### src/rtl/cpu_io_mailbox.sv
// cpu_io_mailbox: turns the CPU's 8-bit out/in ports into host-side RX/TX byte streams
module cpu_io_mailbox #(
    parameter int DEPTH       = 8,
    parameter int HOLD_CYCLES = 16
) (
    input  logic                    clk,
    input  logic                    ExternalReset,
    input  logic [7:0]              cpu_out,
    output logic [7:0]              cpu_in,
    output logic [7:0]              rx_data,
    output logic                    rx_valid,
    input  logic                    rx_ready,
    output logic [$clog2(DEPTH):0]  rx_count,
    output logic                    rx_overflow,
    input  logic                    ovf_clr,
    input  logic [7:0]              tx_data,
    input  logic                    tx_valid,
    output logic                    tx_ready,
    output logic                    tx_busy
);
    localparam int AW = $clog2(DEPTH);
    localparam int CW = AW + 1;
    localparam int HW = $clog2(HOLD_CYCLES + 1);

    typedef enum logic {IDLE, HOLD} state_t;

    logic [7:0]    rx_mem [DEPTH];
    logic [7:0]    tx_mem [DEPTH];
    logic [AW-1:0] rx_wp, rx_rp, tx_wp, tx_rp;
    logic [CW-1:0] tx_count;
    logic [7:0]    prev_out;
    logic [HW-1:0] cnt;
    state_t        state;
    logic          rx_chg, rx_pop, rx_push, tx_pop, tx_push;

    // A full RX FIFO still accepts a capture when the host frees a slot on the same edge;
    // likewise the TX side accepts a push whenever the FSM is popping that edge.
    always_comb begin
        rx_valid = rx_count != '0;
        rx_data  = rx_valid ? rx_mem[rx_rp] : 8'h00;
        rx_chg   = cpu_out != prev_out;
        rx_pop   = rx_valid && rx_ready;
        rx_push  = rx_chg && (rx_count != CW'(DEPTH) || rx_pop);
        tx_pop   = tx_count != '0 && (state == IDLE || cnt == '0);
        tx_ready = tx_count != CW'(DEPTH) || tx_pop;
        tx_push  = tx_valid && tx_ready;
    end

    // RX capture: one entry per change of cpu_out, sticky flag for dropped values
    always_ff @(posedge clk or negedge ExternalReset) begin
        if (!ExternalReset) begin
            prev_out    <= '0;
            rx_wp       <= '0;
            rx_rp       <= '0;
            rx_count    <= '0;
            rx_overflow <= 1'b0;
        end else begin
            if (rx_chg) prev_out <= cpu_out;
            if (rx_push) rx_wp <= rx_wp + 1'b1;
            if (rx_pop) rx_rp <= rx_rp + 1'b1;
            rx_count    <= rx_count + CW'(rx_push) - CW'(rx_pop);
            rx_overflow <= (rx_chg && !rx_push) || (rx_overflow && !ovf_clr);
        end
    end

    // FIFO storage needs no reset; pointers define what is valid
    always_ff @(posedge clk) begin
        if (rx_push) rx_mem[rx_wp] <= cpu_out;
        if (tx_push) tx_mem[tx_wp] <= tx_data;
    end

    // TX write side and occupancy
    always_ff @(posedge clk or negedge ExternalReset) begin
        if (!ExternalReset) begin
            tx_wp    <= '0;
            tx_count <= '0;
        end else begin
            if (tx_push) tx_wp <= tx_wp + 1'b1;
            tx_count <= tx_count + CW'(tx_push) - CW'(tx_pop);
        end
    end

    // TX FSM: present each byte for HOLD_CYCLES cycles, chaining bytes without gaps
    always_ff @(posedge clk or negedge ExternalReset) begin
        if (!ExternalReset) begin
            state   <= IDLE;
            cnt     <= '0;
            cpu_in  <= '0;
            tx_busy <= 1'b0;
            tx_rp   <= '0;
        end else if (tx_pop) begin
            cpu_in  <= tx_mem[tx_rp];
            tx_rp   <= tx_rp + 1'b1;
            cnt     <= HW'(HOLD_CYCLES - 1);
            state   <= HOLD;
            tx_busy <= 1'b1;
        end else if (state == HOLD) begin
            if (cnt != '0) begin
                cnt <= cnt - 1'b1;
            end else begin
                state   <= IDLE;
                tx_busy <= 1'b0;
            end
        end
    end
endmodule

### config.mk
export PLATFORM = sky130hd
export DESIGN_NAME = cpu_io_mailbox
export DESIGN_NICKNAME = d
export VERILOG_FILES = /design/src/rtl/cpu_io_mailbox.sv
export SDC_FILE = /design/constraint.sdc
export NUM_CORES = 1
export LEC_CHECK = 0
export BUFFER_PORTS_ARGS = -buffer_cell sky130_fd_sc_hd__buf_2
export CORE_AREA = 2 2 112 114
export DETAILED_ROUTE_END_ITERATION = 16
export DIE_AREA = 0 0 114 116
export PLACE_DENSITY = 0.77
export SETUP_SLACK_MARGIN = 0.05
export SKIP_LAST_GASP = 1
export SYNTH_ARGS = -nofsm -noshare
export SYNTH_HDL_FRONTEND = slang
export SYNTH_SLANG_ARGS = --single-unit
### constraint.sdc
create_clock -name clk -period 3.2 [get_ports clk]
set_input_delay 0.32 -clock clk [delete_from_list [all_inputs] [get_ports clk]]
set_output_delay 0.32 -clock clk [all_outputs]
set_load 0.03 [all_outputs]
## After elaboration in Yosys (flattened, before gate mapping)

Memories as Yosys holds them, arrays and structs flattened. A register that Yosys moved wholly into a read port is not among the register bits.
Cells that the tools add are included.

| storage, ports and cells | value |
|---|---|
| register bits | 36 |
| memory bits (writable) | 128 |
| input port bits | 21 |
| word-level logic and storage cells | 62 |
| memories kept | 2 |

| cells by class | value |
|---|---|
| add/sub/neg operators | 9 |
| eq/ne operators | 4 |
| muxes and demuxes | 14 |
| bitwise gates (word level) | 1 |
| reductions and logical operators | 21 |

Memories:

| memory | depth | bits a word | read ports | clocked after Yosys merged registers in | write ports | RTL line | source |
|---|---|---|---|---|---|---|---|
| rx_mem | 8 | 8 | 1 | 0 | 1 | 27 | `logic [7:0] rx_mem [DEPTH];` |
| tx_mem | 8 | 8 | 1 | 1 | 1 | 28 | `logic [7:0] tx_mem [DEPTH];` |

Operator list:

| kind | number |
|---|---|
| $mux 5 | 3 |
| $add 3x1->3 const B | 4 |
| $mux 1 | 10 |
| $add 4x1->4 | 2 |
| $mux 8 | 1 |
| $ne 4x4->1 const B | 2 |
| $ne 8x8->1 | 1 |
| $reduce_bool 4->1 | 2 |
| $sub 4x1->4 | 2 |
| $logic_and 1x1->1 | 6 |
| $logic_not 5->1 | 1 |
| $reduce_bool 5->1 | 1 |
| $sub 5x1->5 const B | 1 |
| $logic_or 1x1->1 | 4 |
| $reduce_and 2->1 | 2 |
| $reduce_bool 2->1 | 2 |
| $logic_not 1->1 | 3 |
| $ne 2x2->1 const B | 1 |
| $not 1->1 | 1 |

## Logic depth before layout (Yosys ltp)

Gate-level depths: netlist of run 1.

| logic depth | value |
|---|---|
| depth in word-level cells | 7 |
| gate-level depth with buffers | 13 |

## Worst setup path after synthesis of run 1

OpenSTA, ideal clock, no wires.

| timing path | value |
|---|---|
| path type | register to register |
| start point | register rx_count[2] |
| end point | memory rx_mem[1][0], enable pin |
| library setup time | 0.398 ns |
| data arrival time | 2.352 ns |
| path slack | 0.450 ns |
| cell stages (with the launch flop) | 8 |
| period minus slack after synthesis | 2.750 ns |
| cells stage by stage | dfrtp_1 -> inv_1 -> ha_1 -> nand2b_1 -> nand3_1 -> o21ai_0 -> clkbuf_1 -> nor4b_1 |

| on the way | value |
|---|---|
| longest elaborated chain between the ends | 6 |
| elaborated cells between the ends (all ways) | 7 |
| those cells by class | eq/ne: 1; mux: 2; reduce/logical: 4 |

Ends and longest elaborated chain:

| element | RTL line | source |
|---|---|---|
| from (decl) | 13 | `output logic [$clog2(DEPTH):0] rx_count,` |
| from (signal assigned) | 61 | `rx_count <= rx_count + CW'(rx_push) - CW'(rx_pop);` |
| $reduce_bool 4->1 | 39 | `rx_valid = rx_count != '0;` |
| $logic_and 1x1->1 | 42 | `rx_pop = rx_valid && rx_ready;` |
| $logic_or 1x1->1 (*) | 43 | `rx_push = rx_chg && (rx_count != CW'(DEPTH) \|\| rx_pop);` |
| $logic_and 1x1->1 (*) | 43 |  |
| $mux 1 (*) | 68 | `if (rx_push) rx_mem[rx_wp] <= cpu_out;` |
| $mux 1 (not written as such) (*) | 68 |  |
| to (decl) | 27 |  |

Mark *: on every way between the ends. The rest lies on a longest branch, timed or not.

## Final worst setup path of run 1

| timing path | value |
|---|---|
| start point | register cnt[0] |
| end point | output tx_ready |

| on the way | value |
|---|---|
| longest elaborated chain between the ends | 4 |

Ends and longest elaborated chain:

| element | RTL line | source |
|---|---|---|
| from (decl) | 32 | `logic [HW-1:0] cnt;` |
| from (signal assigned) | 94 | `cnt <= HW'(HOLD_CYCLES - 1);` |
| from (signal assigned) | 99 | `cnt <= cnt - 1'b1;` |
| $logic_not 5->1 | 44 | `tx_pop = tx_count != '0 && (state == IDLE \|\| cnt == '0);` |
| $logic_or 1x1->1 | 44 |  |
| $logic_and 1x1->1 | 44 |  |
| $logic_or 1x1->1 | 45 | `tx_ready = tx_count != CW'(DEPTH) \|\| tx_pop;` |
| to (decl) | 18 | `output logic tx_ready,` |

No other way between the ends.

==> results.py, run 1 <==
metrics = {
    "outcome": {
        "outcome": "complete, no violations",
    },
    "synth": {
        "synth_edf_count": 128,
        "synth_compound_area_frac": 0.0250,
        "ys_seq_elements": 172,
        "async_flop_share": 0.256,
        "synth_xor_area_frac": 0.0250,
        "yosysWarnings": 0,
        "synth_cells": 404,
        "synth_fa_ha_area_frac": 0.0361,
        "yosysTopAreaCell": "edfxtp_1",
        "synth_most_common_cell": "edfxtp_1",
        "synth_nets": 444,
        "synth.distinct_cells": 36,
        "synth.area.mux_share": 0.136,
        "synth_area_leaders": "edfxtp_1, dfrtp_1, mux4_2",
        "synth_simple_gate_area_share": 0.0472,
        "synth.avg_cell_area_um2": 17.3,
        "synth_common_cells": "edfxtp_1, dfrtp_1, mux4_2",
        "synth_top_family_by_area": "multiplexers",
        "yosysSeqAreaShare": 0.706,
        "netlist_area_um2": 7000,
        "yosys_most_used_dff": "edfxtp_1",
        "netlist.area_leader.share": 0.549,
    },
    "final_layout": {
        "areaGrowthSynthToFinish_pct": 14.7,
        "nNetsFinal": 503,
        "final_cell_area_um2": 8030,
        "drive_gt1_frac": 0.284,
        "diodes": 0,
    },
    "timing": {
        "slew_violations": 0,
        "tightest_slew_ns": 1.05,
        "rsz0062_at_grt": "no",
        "fmax_ghz": 0.350,
        "hold_violations": 0,
        "setup_violations": 0,
        "worst_slack_ns": 0.342,
        "fin_crit_ns": 2.86,
        "slew_headroom": 0.301,
        "tns_ns": 0,
        "timing.final.crit_share": 0.893,
        "finalClockSkew_ns": 0.00727,
    },
    "cts": {
        "cts_buffers": 17,
        "clk_pin_slew_worst_paths_ns": 0.06,
        "clock_latency_ns": 0.43,
        "root_buffer": "clkbuf_16",
        "cts_buffer_depth": 2,
        "post_cts_buffers": 0,
        "cts_resized": 0,
        "ctsHoldBuffers": 0,
        "clock-sinks": 172,
        "htreeDepth": 4,
        "cts_tree": "built",
    },
    "pwr": {
        "pwr-share-clk": 0.248,
        "p_switching_uw": 2670,
        "power.density_nw_per_um2": 994,
        "comb_power_share": 0.322,
        "seq_power_share": 0.430,
        "peakVddDrop_mv": 0.530,
        "p_int_uw": 5310,
        "p_leak_uw": 0.00300,
        "swShare": 0.335,
    },
    "worst_hold_path": {
        "hold_path.class": "primary input to asynchronous set/reset pin",
    },
    "worst_setup_path": {
        "arrival_ns": 2.54,
        "critPathKind": "flip-flop to primary output",
        "startpoint_type": "flip-flop",
        "cp_max_fo": 16,
        "regToRegSetupSlack_ns": 0.57,
        "startpoint": "cnt[0]$_DFFE_PN0P_",
        "endpoint_kind": "primary output",
        "reg2regPathDepth": 10,
        "r2r_end": "tx_count[1]$_DFF_PN0_",
        "endpoint": "tx_ready",
        "timing.rr.start": "cnt[0]$_DFFE_PN0P_",
        "critical_path_required_ns": 2.88,
    },
    "floorplanning": {
        "num_rows": 40,
        "num_io_pins": 45,
        "core_um2": 11900,
        "die_area_um2": 13200,
        "die_y_um": 116,
        "initial_core_util": 0.588,
        "die_w_um": 114,
    },
    "grt": {
        "grt_usage": 0.204,
        "grt_pass1_vias": 3672,
        "antenna_found_initial": 0,
        "grt_overflow": 0,
        "grt_max_degree": 45,
        "grt_pass1_wl_um": 19300,
    },
    "route": {
        "drc_errors": 0,
        "antenna_left": 0,
        "drt_iter0_markers": 183,
        "wl_per_cell_um": 19.7,
        "vias": 3571,
        "routed_via_density": 5.73,
        "wirelength_um": 12300,
        "first_pass_iters": 4,
    },
    "placement": {
        "dpl_cell_area_um2": 7450,
        "dp_hpwl_um": 7900,
        "gp_congestion": 0.772,
        "pre_cts_ws_ns": 0.606,
        "io_buffers": 44,
    },
    "run": {
        "cap_violations": 0,
    },
}
power groups by stage:
stage               sequential, µW  combinational [µW]  clock (µW)
global route                  3490                2840        2090
floorplan                     3430                1860           0
global placement              3420                2520           0
CTS                           3440                2630        2020
finish                        3430                2570        1980
detailed placement            3470                2610           0
metal layers:
layer / share of wire / GRT usage
met5: 0 / 0
met4: 0.019 / 0.0789
met3: 0.035 / 0.0596
met2: 0.55 / 0.362
met1: 0.40 / 0.235
worst min-delay path by stage:
stage,startpoint,endpoint,slack [ns],depth (start not counted)
after global routing,ovf_clr,rx_overflow$_DFF_PN0_,0.09,2
after detailed placement,cpu_in[3]$_DFFE_PN0P_,cpu_in[3]$_DFFE_PN0P_,0.52,2
after floorplan,ExternalReset,cnt[0]$_DFFE_PN0P_,0.02,0
after global placement,cnt[0]$_DFFE_PN0P_,cnt[0]$_DFFE_PN0P_,0.49,1
final,ExternalReset,rx_count[3]$_DFF_PN0_,0.08,1
after CTS,ovf_clr,rx_overflow$_DFF_PN0_,0.06,2
state kept, by name (all words and copies together) (netlist names):
signal,flops
rx_rp,3
cnt,5
tx_busy,1
rx_count,4
cpu_in,8
rx_overflow,1
tx_wp,3
tx_mem,64
prev_out,8
rx_mem,64
state,1
tx_count,4
tx_rp,3
rx_wp,3
kinds of logic after synthesis:
| kind of cell | count (synthesis) |
|---|---|
| fa+ha+maj | 19 |
| mux | 54 |
| simple gates | 67 |
| compound gates | 29 |
| xor+xnor | 20 |
| buf+inv | 43 |
| flops | 172 |
through the flow:
| stage | hold slack (ns) | utilization | instances | power (µW) |
|---|---|---|---|---|
| 6_report | 0.0787 | 0.674 | 623 | 7980 |
| 3_5_place_dp | 0.516 | 0.626 | 591 | 6080 |
| 4_1_cts | 0.0560 | 0.674 | 623 | 8080 |
| 5_1_grt | 0.0859 | 0.674 | 623 | 8420 |
| 2_1_floorplan | 0.0244 | - | 404 | 5300 |
| 3_3_place_gp | 0.493 | 0.626 | 591 | 5940 |
area by class of cell:
class	count	area (µm²)
inverter	19	71.3
sequential	172	4940
clock buffer	17	425
multi-input combinational	189	1880
fill	811	3880
tap	147	184
clock inverter	15	149
timing repair buffer	64	370
placed cells by master (no fill, tap or decap), types with 3 or more instances in the layout:
| cell type | Yosys | layout |
|---|---|---|
| edfxtp_1 | 128 | 128 |
| dfrtp_1 | 44 | 44 |
| buf_2 | 5 | 44 |
| mux4_2 | 32 | 32 |
| nor2_1 | 25 | 25 |
| buf_4 | 1 | 20 |
| inv_1 | 19 | 19 |
| mux2i_1 | 17 | 17 |
| ha_1 | 17 | 17 |
| clkbuf_16 | 0 | 17 |
| xnor2_1 | 16 | 16 |
| nand2_1 | 13 | 13 |
| a21oi_1 | 11 | 11 |
| o21ai_0 | 9 | 9 |
| nor3_1 | 7 | 7 |
| nor4_1 | 5 | 5 |
| nand2b_1 | 4 | 4 |
| xor2_1 | 4 | 4 |
| mux2_2 | 4 | 4 |
| clkinv_4 | 0 | 4 |
| o211ai_1 | 3 | 3 |
| nor4b_1 | 3 | 3 |
| clkinv_2 | 0 | 3 |
| clkinvlp_4 | 0 | 3 |
critical path, stage by stage (launching register included):
cell and delay [ns]:
dfrtp_1 0.42, inv_1 0.10, ha_1 0.17, or4b_4 0.52, a21oi_4 0.30, buf_4 0.28, or2_2 0.14, buf_2 0.18
No activity file was read; power rests on OpenSTA's default activity.
==> run 2: changes to the inputs <==
- ABC_AREA: unset -> 1
- CORE_AREA: 2 2 112 114 -> 2 2 114 116
- DIE_AREA: 0 0 114 116 -> 0 0 116 118
==> run 2 against run 1 <==
Against the previous run:
- global-route usage increased by 1.0 points
- synthesized cell count increased by 57%
- maximum frequency increased by 8.7%
- largest cell class unchanged
- highest routed layer unchanged
==> results.py, run 2 <==
metrics = {
    "outcome": {
        "outcome": "complete, no violations",
    },
    "final_layout": {
        "fill_cells": 926,
        "final_cell_mix": "edfxtp_1, nor2_1, nand2_1, o21ai_1",
        "nNetsFinal": 714,
        "drive_gt1_frac": 0.144,
        "reg_top3": "rx_mem (64), tx_mem (64)",
        "final_cell_area_um2": 8180,
        "diodes": 0,
        "areaGrowthSynthToFinish_pct": 12.4,
        "final_common_cell": "edfxtp_1",
    },
    "cts": {
        "cts_resized": 0,
        "ctsHoldBuffers": 0,
        "root_buffer": "clkbuf_16",
        "cts_buffers": 17,
        "clk_pin_slew_worst_paths_ns": 0.06,
        "clock-sinks": 172,
        "htreeDepth": 4,
        "cts_tree": "built",
        "cts_buffer_depth": 2,
        "clock_latency_ns": 0.42,
        "post_cts_buffers": 0,
    },
    "synth": {
        "yosysTopAreaCell": "edfxtp_1",
        "synth_most_common_cell": "edfxtp_1",
        "synth_common_cells": "edfxtp_1, nor2_1, nand2_1, o21ai_1, dfrtp_1",
        "netlist.area_leader.share": 0.528,
        "netlist_area_um2": 7280,
        "yosysSeqAreaShare": 0.679,
        "ys_seq_elements": 172,
        "synth_edf_count": 128,
        "synth_cells": 633,
        "yosysWarnings": 0,
        "synth.distinct_cells": 28,
        "yosys_most_used_dff": "edfxtp_1",
        "synth_nets": 673,
        "synth_area_leaders": "edfxtp_1, dfrtp_1, nor2_1",
        "synth.avg_cell_area_um2": 11.5,
        "async_flop_share": 0.256,
    },
    "grt": {
        "grt_max_degree": 45,
        "grt_usage": 0.214,
        "antenna_found_initial": 0,
        "grt_pass1_wl_um": 22000,
        "grt_overflow": 0,
        "grt_pass1_vias": 4557,
    },
    "worst_hold_path": {
        "hold_path.class": "primary input to asynchronous set/reset pin",
    },
    "worst_setup_path": {
        "r2r_end": "rx_count[2]$_DFF_PN0_",
        "timing.rr.start": "rx_count[2]$_DFF_PN0_",
        "reg2regPathDepth": 11,
        "cp_max_fo": 33,
        "startpoint_type": "flip-flop",
        "critical_path_required_ns": 2.88,
        "critPathKind": "flip-flop to primary output",
        "arrival_ns": 2.31,
        "endpoint_kind": "primary output",
        "regToRegSetupSlack_ns": 0.82,
    },
    "timing": {
        "holdWs_ns": 0.0669,
        "rsz0062_at_grt": "no",
        "slew_violations": 0,
        "fmax_ghz": 0.380,
        "fin_crit_ns": 2.63,
        "tightest_slew_ns": 1.11,
        "slew_headroom": 0.260,
        "setup_violations": 0,
        "timing.final.crit_share": 0.822,
        "hold_violations": 0,
        "finalClockSkew_ns": 0.00627,
        "tns_ns": 0,
    },
    "placement": {
        "dp_hpwl_um": 8940,
        "io_buffers": 44,
        "dpl_cell_area_um2": 7630,
        "gp_congestion": 0.804,
    },
    "route": {
        "drt_iter0_markers": 331,
        "wl_per_cell_um": 16.0,
        "routed_via_density": 5.41,
        "antenna_left": 0,
        "first_pass_iters": 5,
        "wirelength_um": 13700,
        "drc_errors": 0,
        "vias": 4649,
    },
    "pwr": {
        "peakVddDrop_mv": 0.577,
        "p_leak_uw": 0.00322,
        "p_total_uw": 8270,
        "power.density_nw_per_um2": 1010,
    },
    "floorplanning": {
        "num_rows": 41,
        "core_um2": 12400,
        "die_y_um": 118,
        "die_w_um": 116,
        "initial_core_util": 0.586,
        "num_io_pins": 45,
        "die_area_um2": 13700,
    },
    "run": {
        "cap_violations": 0,
    },
}
[run 2: cell count changes in the layout (fill, tap and decap cells not counted), sizes merged, moves of 13 or more]
cell,before,now
nand3,2,21
inv,20,45
nor2,25,132
mux4,32,0
o211ai,3,16
mux2i,17,0
nand2,13,78
o21ai,10,96
[run 2: worst max-delay path, cell delays in order (launching register included)]
cell and delay, ns:
dfrtp_1 0.72, inv_2 0.40, o21ai_1 0.25, o21ai_1 0.11, o21ai_1 0.18, nor2_1 0.05, buf_2 0.17
[run 2: worst max path at each step]
stage / from / end / slack [ns] / depth (start not counted)
2_1_floorplan: rx_count[2]$_DFF_PN0_ / rx_count[2]$_DFF_PN0_ / 0.69 / 11
3_3_place_gp: cpu_out[0] / rx_count[2]$_DFF_PN0_ / 0.92 / 13
3_5_place_dp: cpu_out[0] / rx_count[2]$_DFF_PN0_ / 0.82 / 13
4_1_cts: rx_rp[0]$_DFFE_PN0P_ / rx_data[0] / 0.56 / 6
5_1_grt: rx_rp[0]$_DFFE_PN0P_ / rx_data[0] / 0.42 / 8
6_report: rx_rp[0]$_DFFE_PN0P_ / rx_data[3] / 0.57 / 6
[run 2: per-stage QoR]
stage	utilization	std cells	worst slack (ns)
2_1_floorplan	-	633	0.691
4_1_cts	0.659	859	0.561
3_3_place_gp	0.614	827	0.923
3_5_place_dp	0.614	827	0.821
5_1_grt	0.659	859	0.424
6_report	0.659	859	0.571
[run 2: layer usage]
layer	routed length (µm)	vias to the layer above	track usage
li1	-	2243	-
met1	5290	2243	0.237
met2	7460	140	0.383
met3	742	23	0.0499
met4	255	0	0.0982
met5	0	-	0
[run 2: report_power, final]
group	total, µW	switching (µW)	internal, µW
Clock	1930	791	1140
Sequential	3450	442	3010
Combinational	2890	1940	952
[run 2: final cells by class]
type / instances / area (µm²) / area share
Clock buffer: 19 / 433 / 0.0529
Clock inverter: 13 / 123 / 0.0150
Inverter: 44 / 168 / 0.0205
Multi-Input combinational cell: 386 / 2010 / 0.246
Sequential cell: 172 / 4940 / 0.604
Tap cell: 172 / 215 / 0.0263
Timing Repair Buffer: 53 / 288 / 0.0352
[run 2: kinds of logic (layout without fill, tap and decap cells)]
| kind of cell | count (synthesis) | after routing | share of synthesized area |
|---|---|---|---|
| and+or+nand+nor | 238 | 238 | 0.140 |
| DFF | 172 | 172 | 0.679 |
| AOI/OAI and AO/OA | 114 | 114 | 0.0839 |
| buffers and inverters | 75 | 129 | 0.0442 |
| adders and majority gates | 19 | 19 | 0.0347 |
| xor gates and xnor gates | 15 | 15 | 0.0181 |
==> run 3: changes to the inputs <==
- clock period: 3.2 -> 2.7 ns (I/O delays scaled with it)
==> run 3 against run 2 <==
Against the previous run:
- global-route usage about the same
- critical path depth up 5
- power up 19%
- non-clock buffer count up 8
- worst hold slack worse by 0.041 ns
- worst setup slack worse by 0.23 ns
- clock power up 19%
- sequential share of layout area down 0.54 points
- highest routed layer unchanged
==> results.py, run 3 (same netlist as run 2, synthesis figures left out) <==
metrics = {
    "timing": {
        "fmax_ghz": 0.423,
        "setup_violations": 0,
        "rsz0062_at_grt": "no",
        "fin_crit_ns": 2.36,
        "finalClockSkew_ns": 0.00482,
        "holdWs_ns": 0.0260,
        "slew_violations": 0,
        "tns_ns": 0,
        "slew_headroom": 0.317,
        "hold_violations": 0,
        "tightest_slew_ns": 1.03,
        "timing.final.crit_share": 0.875,
    },
    "route": {
        "routed_via_density": 5.26,
        "wirelength_um": 13700,
        "wl_per_cell_um": 15.8,
        "antenna_left": 0,
        "drc_errors": 0,
        "drt_iter0_markers": 377,
        "first_pass_iters": 5,
        "vias": 4562,
    },
    "grt": {
        "grt_overflow": 0,
        "grt_pass1_wl_um": 22400,
        "grt_usage": 0.214,
        "antenna_found_initial": 0,
        "grt_pass1_vias": 4649,
        "grt_max_degree": 45,
    },
    "worst_setup_path": {
        "startpoint": "rx_count[2]$_DFF_PN0_",
        "timing.rr.start": "rx_count[2]$_DFF_PN0_",
        "endpoint_kind": "flip-flop",
        "arrival_ns": 2.67,
        "startpoint_type": "flip-flop",
        "r2r_end": "rx_count[2]$_DFF_PN0_",
        "critical_path_required_ns": 3.01,
        "critPathKind": "flip-flop to flip-flop",
        "cp_max_fo": 10,
        "reg2regPathDepth": 11,
        "regToRegSetupSlack_ns": 0.34,
    },
    "floorplanning": {
        "num_rows": 41,
        "initial_core_util": 0.586,
        "num_io_pins": 45,
        "die_area_um2": 13700,
        "core_um2": 12400,
        "die_w_um": 116,
        "die_y_um": 118,
    },
    "cts": {
        "clk_pin_slew_worst_paths_ns": 0.06,
        "root_buffer": "clkbuf_16",
        "cts_tree": "built",
        "clock-sinks": 172,
        "cts_buffers": 17,
        "cts_resized": 0,
        "clock_latency_ns": 0.42,
        "cts_buffer_depth": 2,
        "htreeDepth": 4,
        "post_cts_buffers": 0,
        "ctsHoldBuffers": 0,
    },
    "final_layout": {
        "fill_cells": 927,
        "reg_top3": "rx_mem (64), tx_mem (64)",
        "diodes": 0,
        "final_cell_mix": "edfxtp_1, nor2_1, nand2_1, o21ai_1",
        "drive_gt1_frac": 0.164,
        "final_common_cell": "edfxtp_1",
        "nNetsFinal": 722,
        "areaGrowthSynthToFinish_pct": 13.4,
    },
    "pwr": {
        "peakVddDrop_mv": 0.607,
        "p_leak_uw": 0.00327,
        "power.density_nw_per_um2": 1190,
    },
    "outcome": {
        "outcome": "complete, no violations",
    },
    "placement": {
        "gp_congestion": 0.815,
        "dp_hpwl_um": 8840,
        "io_buffers": 44,
    },
    "run": {
        "cap_violations": 0,
    },
    "worst_hold_path": {
        "hold_path.class": "primary input to asynchronous set/reset pin",
    },
}
==> run 3: cell type report <==
type	instances	area, µm²	area share
Clock buffer	20	467	0.0565
Clock inverter	12	103	0.0124
Inverter	44	168	0.0203
Multi-Input combinational cell	386	2010	0.244
Sequential cell	172	4940	0.599
Tap cell	172	215	0.0261
Timing Repair Buffer	61	348	0.0421
==> run 3: stage by stage <==
stage | util | instances | area, µm² | setup WS (ns) | total power, µW
final | 0.665 | 867 | 8260 | 0.336 | 9820
after global routing | 0.665 | 867 | 8260 | 0.149 | 10500
after CTS | 0.665 | 867 | 8260 | 0.324 | 9900
after detailed placement | 0.619 | 835 | 7690 | 0.336 | 7580
after global placement | 0.619 | 835 | 7690 | 0.435 | 7400
after floorplan | - | 633 | 7280 | 0.191 | 6600
==> run 3: worst max path at each step <==
stage	slack [ns]	endpoint	depth (start not counted)
final	0.34	rx_count[2]$_DFF_PN0_	11
after global routing	0.15	tx_count[2]$_DFF_PN0_	14
after CTS	0.32	rx_count[2]$_DFF_PN0_	11
after detailed placement	0.34	rx_count[2]$_DFF_PN0_	11
after global placement	0.44	rx_count[2]$_DFF_PN0_	11
after floorplan	0.19	rx_count[2]$_DFF_PN0_	11
==> run 3: worst max-delay path, stage by stage (launching register included) <==
cell and delay, ns:
dfrtp_1 0.34, inv_1 0.07, ha_1 0.23, nand3_4 0.15
nand2_2 0.12, nand4_4 0.11, nand2_2 0.13, ha_1 0.31
inv_1 0.04, ha_1 0.19, fa_1 0.39, xor2_1 0.17
==> run 3: per-layer routing <==
layer  share of wire  GRT usage  up-vias
met5               0          0        -
met4           0.020     0.0997        0
met3           0.039     0.0469       21
met2            0.54      0.374      104
met1            0.40      0.249     2180
li1                -          -     2257
==> run 3: power breakdown <==
group | switching [µW] | leakage [µW] | total (µW) | internal, µW
Combinational | 2380 | 0.00130 | 3550 | 1180
Sequential | 407 | 0.00169 | 3970 | 3560
Clock | 1030 | 0.000279 | 2300 | 1280
